## src/rtl/rf_wb_arbiter.sv

```systemverilog
// ---------------------------------------------------------------------------
// rf_wb_arbiter
//   Write-side initiator for the register file. Two result producers share
//   the single write port:
//     - source A (main pipeline writeback): single-cycle, never stalled,
//       always wins the port.
//     - source B (long-latency unit): valid/ready handshake into a small
//       FIFO that drains in cycles where A is idle.
//   A per-register busy scoreboard tracks reserved-but-not-yet-written B
//   destinations for the pipeline's hazard logic.
//
// Ports
//   clk, rst            clock, synchronous active-high reset
//   a_valid/a_rd/a_data source A write request (accepted unconditionally)
//   b_valid/b_rd/b_data source B write request
//   b_ready             FIFO has a free slot (from registered count only)
//   rsv_valid/rsv_rd    reserve a destination for a future B write
//   busy                scoreboard, bit i = B write to register i pending
//   fifo_count          FIFO occupancy
//   rf_we/rf_rd/rf_data registered register-file write port
// ---------------------------------------------------------------------------
module rf_wb_arbiter #(
    parameter int DATA_WIDTH = 32,
    parameter int ADDR_WIDTH = 5,
    parameter int FIFO_DEPTH = 4
) (
    input  logic                          clk,
    input  logic                          rst,
    input  logic                          a_valid,
    input  logic [ADDR_WIDTH-1:0]         a_rd,
    input  logic [DATA_WIDTH-1:0]         a_data,
    input  logic                          b_valid,
    output logic                          b_ready,
    input  logic [ADDR_WIDTH-1:0]         b_rd,
    input  logic [DATA_WIDTH-1:0]         b_data,
    input  logic                          rsv_valid,
    input  logic [ADDR_WIDTH-1:0]         rsv_rd,
    output logic [2**ADDR_WIDTH-1:0]      busy,
    output logic [$clog2(FIFO_DEPTH):0]   fifo_count,
    output logic                          rf_we,
    output logic [ADDR_WIDTH-1:0]         rf_rd,
    output logic [DATA_WIDTH-1:0]         rf_data
);

    localparam int PTR_W = $clog2(FIFO_DEPTH);
    localparam int CNT_W = PTR_W + 1;
    localparam int NREG  = 2**ADDR_WIDTH;

    // FIFO storage and control
    logic [ADDR_WIDTH-1:0] r_fifo_rd   [FIFO_DEPTH];
    logic [DATA_WIDTH-1:0] r_fifo_data [FIFO_DEPTH];
    logic [PTR_W-1:0]      r_wr_ptr;
    logic [PTR_W-1:0]      r_rd_ptr;
    logic [CNT_W-1:0]      r_count;

    // Scoreboard and registered write port
    logic [NREG-1:0]       r_busy;
    logic                  r_rf_we;
    logic [ADDR_WIDTH-1:0] r_rf_rd;
    logic [DATA_WIDTH-1:0] r_rf_data;

    logic                  w_push;
    logic                  w_pop;
    logic [ADDR_WIDTH-1:0] w_head_rd;
    logic [DATA_WIDTH-1:0] w_head_data;
    logic [NREG-1:0]       w_busy_nxt;

    // Ready looks only at the registered count, so a pop in this cycle never
    // makes room for a push in the same cycle.
    assign b_ready     = !rst && (r_count < CNT_W'(FIFO_DEPTH));
    assign w_push      = b_valid && b_ready;
    // A owns the port whenever it is valid; B drains only into idle slots.
    assign w_pop       = !a_valid && (r_count != '0);
    assign w_head_rd   = r_fifo_rd[r_rd_ptr];
    assign w_head_data = r_fifo_data[r_rd_ptr];

    // Clear on pop first, then apply the reservation, so a new reservation of
    // the register just completed survives. Register 0 is never tracked.
    always_comb begin
        // NOTE: default assignment first so no path through this block leaves
        // w_busy_nxt unassigned, which would infer a latch.
        w_busy_nxt = r_busy;
        if (w_pop && (w_head_rd != '0)) begin
            w_busy_nxt[w_head_rd] = 1'b0;
        end
        if (rsv_valid && (rsv_rd != '0)) begin
            w_busy_nxt[rsv_rd] = 1'b1;
        end
        w_busy_nxt[0] = 1'b0;
    end

    // NOTE: FIFO storage is deliberately not reset; the pointers and count
    // define which entries are live, and a reset-free array maps to plain RAM.
    always_ff @(posedge clk) begin
        if (w_push) begin
            r_fifo_rd[r_wr_ptr]   <= b_rd;
            r_fifo_data[r_wr_ptr] <= b_data;
        end
    end

    // NOTE: all sequential state uses non-blocking assignments so every
    // register samples pre-edge values regardless of statement order.
    always_ff @(posedge clk) begin
        if (rst) begin
            r_wr_ptr  <= '0;
            r_rd_ptr  <= '0;
            r_count   <= '0;
            r_busy    <= '0;
            r_rf_we   <= 1'b0;
            r_rf_rd   <= '0;
            r_rf_data <= '0;
        end else begin
            // Power-of-two depth: pointers wrap naturally.
            if (w_push) begin
                r_wr_ptr <= r_wr_ptr + PTR_W'(1);
            end
            if (w_pop) begin
                r_rd_ptr <= r_rd_ptr + PTR_W'(1);
            end
            case ({w_push, w_pop})
                2'b10:   r_count <= r_count + CNT_W'(1);
                2'b01:   r_count <= r_count - CNT_W'(1);
                default: r_count <= r_count;
            endcase

            r_busy <= w_busy_nxt;

            // Writes to register 0 still use their slot but never assert we.
            if (a_valid) begin
                r_rf_we   <= (a_rd != '0);
                r_rf_rd   <= a_rd;
                r_rf_data <= a_data;
            end else if (w_pop) begin
                r_rf_we   <= (w_head_rd != '0);
                r_rf_rd   <= w_head_rd;
                r_rf_data <= w_head_data;
            end else begin
                r_rf_we   <= 1'b0;
            end
        end
    end

    assign busy       = r_busy;
    assign fifo_count = r_count;
    assign rf_we      = r_rf_we;
    assign rf_rd      = r_rf_rd;
    assign rf_data    = r_rf_data;

endmodule

```

## config.mk

```make
export PLATFORM = sky130hd
export DESIGN_NAME = rf_wb_arbiter
export DESIGN_NICKNAME = d
export VERILOG_FILES = /design/src/rtl/rf_wb_arbiter.sv
export SDC_FILE = /design/constraint.sdc
export NUM_CORES = 1
export LEC_CHECK = 0
export ABC_CLOCK_PERIOD_IN_PS = 2500
export CAP_MARGIN = 30
export CORE_MARGIN = 4
export CORE_UTILIZATION = 49
export CTS_BUF_LIST = sky130_fd_sc_hd__clkbuf_8
export DETAILED_ROUTE_END_ITERATION = 10
export MAX_ROUTING_LAYER = met4
export PLACE_DENSITY = 0.78
export SYNTH_ARGS = -nofsm -noshare
export SYNTH_HDL_FRONTEND = slang
export SYNTH_SLANG_ARGS = --single-unit
```

## constraint.sdc

```tcl
create_clock -name clk -period 2.5 [get_ports clk]
set_clock_uncertainty 0.15 [all_clocks]
set_input_delay 0.5 -clock clk [delete_from_list [all_inputs] [get_ports clk]]
set_output_delay 0.5 -clock clk [all_outputs]
set_load 0.05 [all_outputs]
```

==> impl_metrics.json <==
{
  "die_h_um": 141,
  "area_growth_pct": 29.7,
  "cpLargestDelayFamily": "buffers and inverters",
  "synth_flop_cell": "edfxtp_1",
  "dp_slack_ps": -87.0,
  "drtPass1Iterations": 6,
  "cts_tree": "done",
  "synth_mux_area_share_pct": 9.59,
  "netlist_area_um2": 8690,
  "min_period_over_period_pct": 97.0,
  "cts-htree-levels": 2,
  "vias": 5792,
  "ys_warn_count": 0,
  "globalRouteTotalUtil_pct": 20.7,
  "yosys.area_share.simple_pct": 6.13,
  "place_hpwl_um": 13200,
  "leakage_nw": 3.91,
  "grt_max_degree": 78,
  "worstSetupStartpoint": "fifo_count[2]",
  "avgViaCountPerCell": 5.52,
  "synthCells": 618,
  "power.density_nw_per_um2": 904,
  "ctsRootBufferMaster": "clkbuf_8",
  "antenna_found_initial": 3,
  "path_clk_slew_ps": 60,
  "slew_headroom_pct": 43.5,
  "async_reset_ff_share_pct": 0,
  "yosysSeqAreaShare_pct": 69.1,
  "synth_top_family_by_area": "compound AO/OA/AOI/OAI gates",
  "clk_latency_ps": 510,
  "synth_seq_cells": 226,
  "syn-num-nets": 708,
  "cp_slowest_stage_delay_ps": 870,
  "ant_nets": 0,
  "nets": 883,
  "start_kind": "flop",
  "synth.area.top_cells": "edfxtp_1 (51%), dfxtp_1 (18%), mux4_2 (9.6%)",
  "synth_top_area_share_pct": 51.1,
  "synth-adder-area-share_pct": 0.950,
  "yosys.area_share.xor_xnor_pct": 0.504,
  "place_congestion": 0.844,
  "crit_type": "flop to output port",
  "fin_util_pct": 65.0,
  "maxCapViolations": 0,
  "drc_errors": 0,
  "synth.distinct_cells": 36,
  "critPathMaxFanout": 6,
  "hold_violations": 0,
  "slowest_stage": "clkdlybuf4s50_1",
  "arrival_ps": 1780,
  "hold_class": "flop to flop",
  "wirelength_um": 20000,
  "drv_slew": 0,
  "setup_slack_ps": 73.9,
  "io_pins": 158,
  "mostFrequentLayoutCells": "clkdlybuf4s50_1 (152), edfxtp_1 (148), dfxtp_1 (73)",
  "synth.avg_cell_area_um2": 14.1,
  "drtIter0Drc": 367,
  "final.min_clock_period_ps": 2430,
  "dieWidth_um": 141,
  "rsz0062_at_grt": "false",
  "layout_commonest_cell": "clkdlybuf4s50_1",
  "crit_path_end_kind": "output port",
  "peakVddDrop_mv": 0.640,
  "clock_sinks": 226,
  "holdCritStartpoint": "busy[27]",
  "cts_buffer_depth": 3,
  "cts_setup_buffers": 0,
  "final-setup-viol-count": 0,
  "overflow": 0,
  "rows": 48,
  "final_layout_size_suffix_gt1_share_pct": 14.5,
  "critical_path_required_ps": 1850,
  "tightest_slew_ps": 848,
  "holdBufCountCts": 0,
  "synth_edf_count": 148,
  "core_um2": 17400,
  "status": "finished clean",
  "synth-compound-area-share_pct": 9.89,
  "grt_pass1_wl_um": 31400,
  "dieArea_um2": 19900,
  "grt_pass1_vias": 6210,
  "cts_made_buffers": 37,
  "wl_per_cell_um": 19.0,
  "initial_utilization_pct": 50.1,
  "io_buffers": 156,
  "fmax_mhz": 412,
  "yosysTopAreaCell": "edfxtp_1",
  "crit_chain": "clkdlybuf4s50_1",
  "cp_num_buf_inv": 1
}
worst min-delay path, delay by kind of cell (launching register included):
kind               cells  cell delay [ps]
AOI/OAI and AO/OA      2              120
DFF                    1              300
routing by layer:
| metal | wire length [µm] | up-vias | GRT usage [%] |
|---|---|---|---|
| li1 | - | 2679 | - |
| met1 | 8160 | 2797 | 25.2 |
| met2 | 9590 | 283 | 33.3 |
| met3 | 1800 | 33 | 5.80 |
| met4 | 425 | 0 | 7.34 |
| met5 | 0 | - | - |
layout make-up:
type                            count  area [µm²]
Antenna cell                        3        7.51
Clock buffer                       42         578
Clock inverter                     25        98.8
Fill cell                        1223        6080
Inverter                           43         161
Multi-Input combinational cell    309        2380
Sequential cell                   226        6010
Tap cell                          225         282
Timing Repair Buffer              176        1760
metrics by stage:
stage          hold WS (ps)  instance area (µm²)  cells  setup TNS [ps]  power [mW]
6_report                323                11300   1049               0        10.2
2_1_floorplan           340                 8710    618               0        6.40
3_5_place_dp            319                10600    979           -87.0        7.41
3_3_place_gp            313                10600    979           -48.5        7.34
5_1_grt                 340                11300   1049               0        10.7
4_1_cts                 326                11300   1046               0        10.3
timing repair:
| item | CTS | global route |
|---|---|---|
| gates resized for setup | 0 | 1 |
| setup endpoints to repair | 0 | 1 |
| hold endpoints to repair | 0 | 0 |
synth_stat cells, drive strengths merged, types with 4 or more instances:
master	n
nor2	16
mux4	37
a221oi	37
nand2	71
a21oi	71
edfxtp	148
dfxtp	78
clkbuf	27
and3	4
ha	5
o21ai	33
inv	43
buf	13
cell families after synthesis:
kind of cell / after synthesis
xor+xnor: 5
flops: 226
buf+inv: 83
other cells: 1
mux: 37
simple gates: 117
fa+ha+maj: 6
compound gates: 143
final timing paths:
check	end	slack, ps	depth (start not counted)
max reg2reg	busy[12]	80	4
min reg2reg	busy[27]	320	2
max	fifo_count[2]	70	1
min	busy[27]	320	2
sequential cells by signal (all words and copies together), names as in the netlist, named ones only:
name and count:
r_rd_ptr 2, rf_data 32, r_fifo_rd 20, busy 31, fifo_count 3, r_wr_ptr 2
r_fifo_data 128, rf_rd 5, rf_we 1
where the power goes:
part	internal [mW]	switching, mW
Clock	1.53	1.34
Sequential	4.28	0.163
Combinational	1.13	1.76
Note: power is estimated with default switching activity, not from simulation.
